$ cat src/rtl/shift_cmd_stage_if.sv
// Command and result handshake bundle for shift_cmd_stage.
// The slave modport is the stage's view; the master modport is the producer/consumer side.
interface shift_cmd_stage_if #(
    parameter int TAG_W = 4
);
    logic             cmd_valid;
    logic             cmd_ready;
    logic [31:0]      cmd_data;
    logic [4:0]       cmd_amount;
    logic             cmd_dir;
    logic             cmd_type;
    logic [TAG_W-1:0] cmd_tag;
    logic             res_valid;
    logic             res_ready;
    logic [31:0]      res_data;
    logic [TAG_W-1:0] res_tag;

    modport master (
        output cmd_valid, cmd_data, cmd_amount, cmd_dir, cmd_type, cmd_tag, res_ready,
        input  cmd_ready, res_valid, res_data, res_tag
    );

    modport slave (
        input  cmd_valid, cmd_data, cmd_amount, cmd_dir, cmd_type, cmd_tag, res_ready,
        output cmd_ready, res_valid, res_data, res_tag
    );
endinterface

$ cat src/rtl/shift_cmd_stage.sv
// Command FIFO + result register around the combinational Shifter32.
// Optional macro SHIFT_STATS_EN adds saturating issue/stall counters (stat_issued, stat_stall).
module shift_cmd_stage #(
    parameter int DEPTH = 4,
    parameter int TAG_W = 4
) (
    input  logic                     clk,
    input  logic                     rst,
    shift_cmd_stage_if.slave         bus,
    output logic [31:0]              sh_data_in,
    output logic [4:0]               sh_shift_amount,
    output logic                     sh_shift_direction,
    output logic                     sh_shift_type,
    input  logic [31:0]              sh_data_out,
    output logic [$clog2(DEPTH):0]   count
`ifdef SHIFT_STATS_EN
    ,
    output logic [15:0]              stat_issued,
    output logic [15:0]              stat_stall
`endif
);
    localparam int AW = $clog2(DEPTH);
    localparam int CW = AW + 1;

    typedef struct packed {
        logic [31:0]      data;
        logic [4:0]       amount;
        logic             dir;
        logic             typ;
        logic [TAG_W-1:0] tag;
    } entry_t;

    typedef enum logic {ST_EMPTY, ST_HOLD} state_t;

    entry_t           r_mem [DEPTH];
    logic [AW-1:0]    r_wr_ptr;
    logic [AW-1:0]    r_rd_ptr;
    logic [CW-1:0]    r_count;
    state_t           r_state;
    state_t           w_state_next;
    logic [31:0]      r_res_data;
    logic [TAG_W-1:0] r_res_tag;

    logic   w_full;
    logic   w_empty;
    logic   w_push;
    logic   w_pop;
    logic   w_res_valid;
    entry_t w_head;
    entry_t w_wr_entry;

    assign w_full      = (r_count == CW'(DEPTH));
    assign w_empty     = (r_count == '0);
    assign w_res_valid = (r_state == ST_HOLD);
    assign w_push      = bus.cmd_valid && !w_full;
    assign w_pop       = !w_empty && (!w_res_valid || bus.res_ready);
    assign w_head      = r_mem[r_rd_ptr];

    assign w_wr_entry = '{data:   bus.cmd_data,
                          amount: bus.cmd_amount,
                          dir:    bus.cmd_dir,
                          typ:    bus.cmd_type,
                          tag:    bus.cmd_tag};

    assign bus.cmd_ready = !w_full;
    assign bus.res_valid = w_res_valid;
    assign bus.res_data  = r_res_data;
    assign bus.res_tag   = r_res_tag;
    assign count         = r_count;

    // Storage needs no reset: the pointers alone decide which entries are live.
    always_ff @(posedge clk) begin
        if (w_push) begin
            r_mem[r_wr_ptr] <= w_wr_entry;
        end
    end

    always_ff @(posedge clk) begin
        if (rst) begin
            r_wr_ptr <= '0;
            r_rd_ptr <= '0;
            r_count  <= '0;
        end else begin
            if (w_push) r_wr_ptr <= r_wr_ptr + 1'b1;
            if (w_pop)  r_rd_ptr <= r_rd_ptr + 1'b1;
            case ({w_push, w_pop})
                2'b10:   r_count <= r_count + 1'b1;
                2'b01:   r_count <= r_count - 1'b1;
                default: r_count <= r_count;
            endcase
        end
    end

    // Shifter inputs come straight from the FIFO head; quiet zeros when nothing is queued.
    always_comb begin
        sh_data_in         = '0;
        sh_shift_amount    = '0;
        sh_shift_direction = 1'b0;
        sh_shift_type      = 1'b0;
        if (!w_empty) begin
            sh_data_in         = w_head.data;
            sh_shift_amount    = w_head.amount;
            sh_shift_direction = w_head.dir;
            sh_shift_type      = w_head.typ;
        end
    end

    always_comb begin
        w_state_next = r_state;
        case (r_state)
            ST_EMPTY: if (w_pop) w_state_next = ST_HOLD;
            ST_HOLD:  if (!w_pop && bus.res_ready) w_state_next = ST_EMPTY;
            default:  w_state_next = ST_EMPTY;
        endcase
    end

    always_ff @(posedge clk) begin
        if (rst) begin
            r_state    <= ST_EMPTY;
            r_res_data <= '0;
            r_res_tag  <= '0;
        end else begin
            r_state <= w_state_next;
            if (w_pop) begin
                r_res_data <= sh_data_out;
                r_res_tag  <= w_head.tag;
            end
        end
    end

`ifdef SHIFT_STATS_EN
    logic [15:0] r_stat_issued;
    logic [15:0] r_stat_stall;

    always_ff @(posedge clk) begin
        if (rst) begin
            r_stat_issued <= '0;
            r_stat_stall  <= '0;
        end else begin
            if (w_pop && r_stat_issued != 16'hFFFF)
                r_stat_issued <= r_stat_issued + 16'd1;
            if (w_res_valid && !bus.res_ready && r_stat_stall != 16'hFFFF)
                r_stat_stall <= r_stat_stall + 16'd1;
        end
    end

    assign stat_issued = r_stat_issued;
    assign stat_stall  = r_stat_stall;
`endif
endmodule

$ cat src/flat_wrapper.sv
// flat-port wrapper written by rule: the top's interface ports become plain ports
module shift_cmd_stage_flat 
#(
    parameter int DEPTH = 4,
    parameter int TAG_W = 4
)
  (clk, rst, sh_data_in, sh_shift_amount, sh_shift_direction, sh_shift_type, sh_data_out, count, bus_cmd_valid, bus_cmd_data, bus_cmd_amount, bus_cmd_dir, bus_cmd_type, bus_cmd_tag, bus_res_ready, bus_cmd_ready, bus_res_valid, bus_res_data, bus_res_tag);
  shift_cmd_stage_if #(.TAG_W(TAG_W)) bus_i ();
  input  logic clk;
  input  logic rst;
  output logic [31:0] sh_data_in;
  output logic [4:0] sh_shift_amount;
  output logic sh_shift_direction;
  output logic sh_shift_type;
  input  logic [31:0] sh_data_out;
  output logic [$clog2(DEPTH):0] count;
  input wire logic [$bits(bus_i.cmd_valid)-1:0] bus_cmd_valid;
  input wire logic [$bits(bus_i.cmd_data)-1:0] bus_cmd_data;
  input wire logic [$bits(bus_i.cmd_amount)-1:0] bus_cmd_amount;
  input wire logic [$bits(bus_i.cmd_dir)-1:0] bus_cmd_dir;
  input wire logic [$bits(bus_i.cmd_type)-1:0] bus_cmd_type;
  input wire logic [$bits(bus_i.cmd_tag)-1:0] bus_cmd_tag;
  input wire logic [$bits(bus_i.res_ready)-1:0] bus_res_ready;
  output wire logic [$bits(bus_i.cmd_ready)-1:0] bus_cmd_ready;
  output wire logic [$bits(bus_i.res_valid)-1:0] bus_res_valid;
  output wire logic [$bits(bus_i.res_data)-1:0] bus_res_data;
  output wire logic [$bits(bus_i.res_tag)-1:0] bus_res_tag;
  assign bus_i.cmd_valid = bus_cmd_valid;
  assign bus_i.cmd_data = bus_cmd_data;
  assign bus_i.cmd_amount = bus_cmd_amount;
  assign bus_i.cmd_dir = bus_cmd_dir;
  assign bus_i.cmd_type = bus_cmd_type;
  assign bus_i.cmd_tag = bus_cmd_tag;
  assign bus_i.res_ready = bus_res_ready;
  assign bus_cmd_ready = bus_i.cmd_ready;
  assign bus_res_valid = bus_i.res_valid;
  assign bus_res_data = bus_i.res_data;
  assign bus_res_tag = bus_i.res_tag;
  shift_cmd_stage #(.DEPTH(DEPTH), .TAG_W(TAG_W)) u_core (.clk(clk), .rst(rst), .bus(bus_i), .sh_data_in(sh_data_in), .sh_shift_amount(sh_shift_amount), .sh_shift_direction(sh_shift_direction), .sh_shift_type(sh_shift_type), .sh_data_out(sh_data_out), .count(count));
endmodule
$ cat config.mk
export PLATFORM = sky130hd
export DESIGN_NAME = shift_cmd_stage_flat
export DESIGN_NICKNAME = d
export VERILOG_FILES = /design/src/rtl/shift_cmd_stage_if.sv /design/src/rtl/shift_cmd_stage.sv /design/src/flat_wrapper.sv
export SDC_FILE = /design/constraint.sdc
export NUM_CORES = 1
export LEC_CHECK = 0
export BUFFER_PORTS_ARGS = -buffer_cell sky130_fd_sc_hd__buf_4
export CAP_MARGIN = 20
export CORE_MARGIN = 2
export CORE_UTILIZATION = 57
export CTS_BUF_LIST = sky130_fd_sc_hd__clkbuf_4 sky130_fd_sc_hd__clkbuf_8
export DETAILED_ROUTE_END_ITERATION = 16
export HOLD_SLACK_MARGIN = 0.03
export PLACE_DENSITY = 0.82
export SYNTH_ARGS = -nofsm -noshare
export SYNTH_HDL_FRONTEND = slang
export SYNTH_SLANG_ARGS = --single-unit
$ cat constraint.sdc
create_clock -name clk -period 2.5 [get_ports clk]
set_input_delay 0 -clock clk [delete_from_list [all_inputs] [get_ports clk]]
set_output_delay 0 -clock clk [all_outputs]
set_load 0.01 [all_outputs]
# Yosys cells after proc, flatten, opt, wreduce, memory -nomap -nowiden
# Memories as Yosys holds them, arrays and structs flattened. A register that Yosys moved wholly into a read port is not among the register bits.
# Cells that the tools add are included.
# word_totals
reg_bits	44
ram_bits	172
out_inout_bits	80
wordCells	37
n_memories	1
# mem_list
name	depth	width	rd	rd_clocked_by_memory_dff	wr	line	rtl
u_core.r_mem	4	43	1	1	1	shift_cmd_stage.sv:35	entry_t r_mem [DEPTH];
# op_classes
add_sub_neg	4
n_eq_ne	3
muxes	12
n_bitwise	1
reduce_logical	10
# op_table
cell	count
2-to-1 mux 32 bit	1
2-to-1 mux 1 bit	6
one-hot mux 3 bit (2 select lines)	1
2-to-1 mux 5 bit	1
adder 2 x 1 -> 2 bit, second input constant	2
logical NOT 1 bit	4
2-to-1 mux 2 bit	2
adder 3 x 1 -> 3 bit, second input constant	1
equality test 3 bit, second input constant	1
logical AND 1 bit	3
logical NOT 3 bit	1
subtractor 3 x 1 -> 3 bit, second input constant	1
equality test 2 x 1 -> 1 bit, second input constant	1
equality test 2 bit, second input constant	1
one-hot mux 1 bit (2 select lines)	1
nonzero test 2 bit	1
logical OR 1 bit	1
inverter 1 bit	1

# Depth between registers and ports, before layout
# Gate-level depths: netlist (run 1).
# logic_depth
depth_word	7
mapped_depth	9

# Least setup slack after synthesis (run 1)
# OpenSTA, ideal clock, no wires.
# synth_timing
path_type	register -> register
from	register u_core.r_count[2] (netlist: u_core.count[2])
to	register u_core.r_count[2] (netlist: u_core.count[2])
setup_time_ns	0.070
arrival_time_ns	2.234
required_time_ns	2.430
path_slack_ns	0.195
path_stages_with_launch	10
path_buffers	1
period_less_slack_ns	2.305
path_cell_list	dfxtp_1 or3b_2 buf_2 nand2_1 ha_1 inv_1 fa_1 xor2_1 or3_1 a21oi_1
# synth_between
elab_chain_cells	5
# synth_lines
element	line	rtl
start: declaration	shift_cmd_stage.sv:38	logic [CW-1:0] r_count;
start signal: assignment	shift_cmd_stage.sv:87	2'b10: r_count <= r_count + 1'b1;
start signal: assignment	shift_cmd_stage.sv:88	2'b01: r_count <= r_count - 1'b1;
start signal: assignment	shift_cmd_stage.sv:89	default: r_count <= r_count;
equality test 3 bit (*)	shift_cmd_stage.sv:52	assign w_full = (r_count == CW'(DEPTH));
logical NOT 1 bit (*)	-	
named net bus_cmd_ready	flat_wrapper.sv:24	output wire logic [$bits(bus_i.cmd_ready)-1:0] bus_cmd_ready;
logical AND 1 bit (*)	shift_cmd_stage.sv:55	assign w_push = bus.cmd_valid && !w_full;
equality test 2 x 1 -> 1 bit or equality test 2 bit (tied branches)	shift_cmd_stage.sv:86	case ({w_push, w_pop})
one-hot mux 3 bit (2 select lines) or nonzero test 2 bit (tied branches)	-	
# Mark *: on every way through the listed nets, which the timed path passes. The rest lies on a longest branch.
# A chain may end at the register's enable or synchronous reset.

# Worst setup path in the final report (run 1)
# layout_timing
from	register u_core.r_count[0] (netlist: u_core.count[0])
to	register u_core.r_res_data[20] (netlist: u_core.bus.res_data[20])
# layout_between
elab_chain_cells	3
# layout_lines
element	line	rtl
logical NOT 3 bit	shift_cmd_stage.sv:53	assign w_empty = (r_count == '0);
logical NOT 1 bit	shift_cmd_stage.sv:56	assign w_pop = !w_empty && (!w_res_valid || bus.res_ready);
logical AND 1 bit	shift_cmd_stage.sv:56	
end signal: assignment	shift_cmd_stage.sv:125	r_res_data <= sh_data_out;
end: declaration	shift_cmd_stage.sv:41	logic [31:0] r_res_data;
# Every way passes these cells.

==> results of run 1 <==
[per-layer routing]
layer,up-vias,routed length [µm],track usage (%)
li1,2468,-,-
met5,-,0,0
met3,35,1330,6.96
met4,0,336,7.52
met1,2717,7540,30.5
met2,239,10100,44.3
[repair_timing]
action,4_1_cts,5_1_grt
gates resized for setup,0,0
endpoints found under the hold margin,218,0
hold buffers,111,0
[flip-flops by register name (all words and copies together) (netlist names), named ones only]
| register | flops |
|---|---|
| u_core.bus.res_data | 32 |
| u_core.bus.res_tag | 4 |
| u_core.bus.res_valid | 1 |
| u_core.count | 3 |
| u_core.r_mem | 172 |
| u_core.r_rd_ptr | 2 |
| u_core.r_wr_ptr | 2 |
[worst reg2reg max path: stages (launching register included)]
cell	delay (ns)
dfxtp_1	0.37
or3_2	0.79
buf_12	0.30
nand3_1	0.16
a21oi_1	0.10
dlygate4sd3_1	0.59
[worst max-delay path by stage]
| stage | startpoint | to | slack (ns) | cells after the start |
|---|---|---|---|---|
| final | u_core.count[0] | u_core.bus.res_data[20] | 0.08 | 5 |
| after global routing | u_core.count[0] | u_core.bus.res_data[8] | 0.01 | 5 |
| after CTS | u_core.count[0] | u_core.bus.res_data[11] | 0.14 | 5 |
| after detailed placement | u_core.count[2] | u_core.count[2] | 0.28 | 8 |
| after global placement | u_core.count[2] | u_core.count[2] | 0.33 | 8 |
| after floorplan | u_core.count[2] | u_core.count[2] | 0.20 | 9 |
[through the flow]
stage                     power [mW]  worst slack [ns]  std cells  hold WS (ns)  utilization [%]
after floorplan                 7.10             0.195        492        0.0989                -
after global placement          8.63             0.332        808         0.199             67.6
after detailed placement        8.77             0.276        808         0.203             67.6
after CTS                       12.1             0.139        982         0.203             80.1
after global routing            12.7            0.0112        982         0.209             80.1
final                           12.1            0.0814        982         0.236             80.1
[cells by family after synthesis]
group	count (synthesis)	share of synthesized area (%)
flops	218	73.1
simple gates	94	6.33
compound gates	85	5.34
buf+inv	44	2.39
mux	43	11.6
fa+ha+maj	6	0.992
xor+xnor	2	0.210
[layout make-up]
| class | instances | area (µm²) |
|---|---|---|
| Timing Repair Buffer | 281 | 2460 |
| Tap cell | 184 | 230 |
| Inverter | 6 | 22.5 |
| Clock inverter | 9 | 47.5 |
| Fill cell | 750 | 2870 |
| Clock buffer | 54 | 649 |
| Multi-Input combinational cell | 230 | 2050 |
| Sequential cell | 218 | 6090 |
[cells in the mapped netlist, drive strengths merged]
| cell | instances | area [µm²] |
|---|---|---|
| and2 | 39 | 244 |
| edfxtp | 172 | 5160 |
| ha | 5 | 62.6 |
| nand2b | 1 | 6.26 |
| and3 | 4 | 25.0 |
| inv | 6 | 22.5 |
| nand2 | 1 | 3.75 |
| or3b | 1 | 8.76 |
| fa | 1 | 20.0 |
| nor2b | 1 | 6.26 |
| nor2 | 5 | 18.8 |
| a21oi | 43 | 215 |
| dfxtp | 46 | 921 |
| nand3 | 38 | 190 |
| xor2 | 2 | 17.5 |
| or3 | 3 | 18.8 |
| a21o | 2 | 15.0 |
| o21ai | 38 | 190 |
| a31o | 1 | 8.76 |
| buf | 15 | 90.1 |
| a311oi | 1 | 15.0 |
| nor3 | 1 | 5.00 |
| mux4 | 43 | 968 |
| clkbuf | 23 | 86.3 |
[power by group through the flow]
stage	clock, mW	sequential (mW)	combinational, mW
after CTS	3.02	4.70	4.34
after floorplan	0	4.78	2.31
after detailed placement	0	4.78	3.99
after global routing	3.23	4.77	4.73
final	2.97	4.73	4.40
after global placement	0	4.73	3.90
==> results.md, run 1 <==
* Status: finished, final reports clean
* R2r worst-path depth at 5
* Power density over cell area at 1050 mW/mm²
* Post-CTS Setup Inserts at 0
* Diodes inserted at 0
* Via count at 5459
* Critical Path Start Type: flip-flop
* Max_cap viols at 0
* R2r setup slk at 0.08 ns
* Post-route cell area at 0.0116 mm²
* Arr. time, crit path at 2.82 ns
* Setup-failing EPs final at 0
* Setup CP Type: reg -> reg
* IO Pins at 159
* Final wirelength at 19300 µm
* Fin Setup TNS at 0 ns
* DR iter-0 viols at 322
* Hold Vio Cnt, Final at 0
* GRT Resource Usage Total at 25.1%
* PortBufs at 158
* HP Start: bus_cmd_data[17]
* Worst EP required at 2.90 ns
* Logic pwr share at 36.3%
* Worst hold endpoint: u_core.r_mem[3][28]
* CORE AREA at 0.0144 mm²
* Critical path capture point type: flip-flop
* Vias in the first global route at 6018
* Reg clk slew, reported paths at 0.06 ns
* Initial Util at 57.7%
* Die H at 125 µm
* Sequential share of the synthesized area at 73.1%
* Worst-path cell chain: or3_2 > buf_12 > nand3_1 > a21oi_1 > dlygate4sd3_1
* Switching share of total power at 31.0%
* Placed Area at 0.00975 mm²
* DRC at 0
* Chip width at 125 µm
* Worst vdd ir at 0.632 mV
* Syn Nets at 577
* R2R Path End: u_core.bus.res_data[20]
* Psw at 3.75 mW
* CTS max path bufs at 3
* RSZ-0062 raised after global routing: no
* Synth unique cells at 27
* Sequential power share at 39.1%
* CTS Buf Count at 36
* Slew Viols, Final at 0
* Wire per inst at 19.6 µm
* Hold Path Depth at 2
* Final worst path period share at 96.7%
* Total gr overflow at 0
* Highest-count cells in the layout ignoring fill and taps: 172 x edfxtp_1, 164 x buf_4, 111 x dlygate4sd3_1
* Ys Warns at 0
* Layout cells sized above 1 at 35.3%
* Rows at 44
* GP Congestion at 0.784
* Cells after Synth at 492
* Slew margin rel. at 59.1%
* Clk_skew at 0.0162 ns
* Initial antenna violation count at 0
* Clock sink count at 218
* H-tree Lvls at 2
* Crit Reg-Reg Startpoint: u_core.count[0]
* 1st-pass router iterations at 5
* Delay-heaviest family, CP: simple AND/OR/NAND/NOR gates
* Internal power at 8.35 mW
* Register bit total from synthesis at 218
* P&R area growth vs syn at 38.8%
* P_leak at 4.33 nW
* Critical Path Max Stage Delay at 0.79 ns
* Tightest Pin Transition at 0.613 ns
* Routed Antenna Nets at 0
* Clock Latency Late Sink at 0.51 ns
* Worst path bufs/invs at 2
* Root Buffer: clkbuf_8
* Clock Power Share at 24.6%
* HP Class: in -> reg
* Fmax at 413 MHz
* Fin nets at 858
* Drt via density at 5.56
* Post-Syn Area at 0.00832 mm²
* Die ar. at 0.0156 mm²
* Commonest non-fill, non-tap cell in the layout: edfxtp_1
* First-pass GRT wire length at 30500 µm
* Pin count of the biggest net entering global routing at 49
* Detailed placement HPWL at 10300 µm
* Worst-path fanout max at 48
* Critical path's slowest cell: or3_2
* Mean Syn Cell Area at 16.9 µm²
* CTS tree: built
* Min Tclk post-route at 2.42 ns
Power figures use the tool's default switching activity.
==> run 2: changes to the inputs <==
Settings changed: BUFFER_PORTS_ARGS -buffer_cell sky130_fd_sc_hd__buf_4 to not set, CORE_UTILIZATION 57 to 60, DONT_BUFFER_PORTS set to 1, PLACE_DENSITY 0.82 to 0.76.
==> results.md, run 2 (synthesis gave the netlist of run 1 again) <==
* Status: finished, final reports clean
* Slew Viols, Final at 0 (unchanged)
* Slew margin rel. at 55.8% (-3.3 points)
* GRT Resource Usage Total at 21.9% (-3.3 points)
* Drt via density at 5.88 (+5.7%)
* RSZ-0062 raised after global routing: no
* P&R area growth vs syn at 20.4%
* 1st-pass router iterations at 4 (-1)
* Layout cells sized above 1 at 20.2% (-15 points)
* PortBufs at 0 (-100%)
* Total gr overflow at 0 (unchanged)
* Pin count of the biggest net entering global routing at 47 (-4.1%)
* Arr. time, crit path at 2.81 ns (about the same)
* Reg clk slew, reported paths at 0.06 ns (about the same)
* First-pass GRT wire length at 24400 µm (-20%)
* H-tree Lvls at 2 (unchanged)
* Largest register FFs at 172 (unchanged)
* Setup-failing EPs final at 0 (unchanged)
* Via count at 4630 (-15%)
* Initial Util at 60.7% (+3.0 points)
* Wire per inst at 20.6 µm (+4.7%)
* Chip width at 122 µm (-2.5%)
* Register area at 0.00609 mm² (unchanged)
* DRC at 0 (unchanged)
* Routed Antenna Nets at 0 (unchanged)
* Clock sink count at 218 (unchanged)
* DR iter-0 viols at 284 (-12%)
* Hold Vio Cnt, Final at 0 (unchanged)
* Fin Setup TNS at 0 ns (unchanged)
* Setup CP Type: reg -> reg
* Clock Latency Late Sink at 0.51 ns (about the same)
* Power density over cell area at 1070 mW/mm² (+2.3%)
* Fill cell count at 826 (+10%)
* Diodes inserted at 0 (unchanged)
* Worst-path fanout max at 6 (-88%)
* Detailed placement HPWL at 9470 µm (-8.0%)
* Final wirelength at 16200 µm (-16%)
* Die ar. at 0.0148 mm² (-4.8%)
* CTS max path bufs at 3 (unchanged)
* Commonest non-fill, non-tap cell in the layout: edfxtp_1
* Initial antenna violation count at 0 (unchanged)
* Min Tclk post-route at 2.37 ns (-0.0480 ns)
* CORE AREA at 0.0137 mm² (-4.9%)
* Clk_skew at 0.0119 ns (-0.00426 ns)
* Critical Path Start Type: flip-flop
* Multi-input gate area at 0.00205 mm² (unchanged)
* Highest-count cells in the layout ignoring fill and taps: 172 x edfxtp_1, 80 x dlygate4sd3_1, 44 x dfxtp_1
* Critical path capture point type: flip-flop
* Post-CTS Setup Inserts at 0 (unchanged)
* Largest Register: u_core.r_mem
* Fin nets at 673 (-22%)
* Rows at 43 (-2.3%)
* P_leak at 3.34 nW (-23%)
* Die H at 122 µm (-2.5%)
* Root Buffer: clkbuf_8
* Vias in the first global route at 4790 (-20%)
* IO Pins at 159 (unchanged)
* HP Class: in -> reg
* CTS tree: built
* Tightest Pin Transition at 0.663 ns (+0.0499 ns)
* GP Congestion at 0.723 (-7.8%)
* CTS Buf Count at 35 (-2.8%)
* Final worst path period share at 94.8% (-1.9 points)
* Worst vdd ir at 0.586 mV (-7.3%)
* Overall power at 10.7 mW (-11%)
* Worst EP required at 2.94 ns (+0.04 ns)
* Max_cap viols at 0 (unchanged)
* Fmax at 422 MHz (+2.0%)
-- run 2: cell types whose count changed in the layout (fill, tap and decap cells not counted), sizes merged --
cell	previous run	this run
dlygate4sd3	111	80
inv	7	6
clkinvlp	2	0
buf	170	17
bufinv	0	1
clkinv	6	8
clkbuf	54	48
-- run 2: power breakdown --
group | internal [mW] | switching [mW]
combinational | 1.27 | 1.66
clock | 1.65 | 1.25
sequential | 4.46 | 0.444
total | 7.38 | 3.36
-- run 2: layer usage --
metal	GRT usage [%]	wire [µm]	share of wire (%)
met4	8.55	277	1.7
met3	5.76	1120	6.9
met1	24.9	6090	38
met5	0	0	0
met2	39.5	8730	54
-- run 2: final cells by class --
type	instances	share of cell area (%)
Sequential cell	218	60.8
Multi-Input combinational cell	230	20.5
Timing Repair Buffer	97	9.63
Clock buffer	48	6.03
Tap cell	180	2.25
Clock inverter	9	0.636
Inverter	6	0.225
-- run 2: worst max-delay path, stage by stage (launching register included) --
cell     delay [ns]
dfxtp_1        0.46
or3b_2         0.50
nand2_1        0.09
ha_1           0.18
inv_1          0.07
fa_1           0.39
xor2_1         0.16
or3_1          0.30
a21oi_1        0.15
-- run 2: per-stage QoR --
step           util, %  area [µm²]  instances  setup slack (ns)  hold WS [ns]
6_report          73.1       10000        788             0.129        0.0989
5_1_grt           73.1       10000        788            0.0254         0.101
4_1_cts           73.1       10000        788             0.139        0.0821
3_5_place_dp      62.2        8540        650             0.152        0.0750
3_3_place_gp      62.2        8540        650             0.267        0.0741
2_1_floorplan        -        8320        492             0.195        0.0989
-- run 2: repair_timing --
action / CTS / global route
hold endpoints to repair: 218 / 0
resized for setup: 0 / 0
hold buffers: 81 / 0
-- run 2: final timing paths --
kind                               start                     end  slack [ns]  cells after the start
setup reg to reg         u_core.count[2]         u_core.count[2]        0.13                      8
hold reg to reg   u_core.bus.res_data[9]  u_core.bus.res_data[9]        0.53                      2
hold / removal             bus_cmd_valid      u_core.r_mem[0][7]         0.1                      2
setup / recovery         u_core.count[2]         u_core.count[2]        0.13                      8
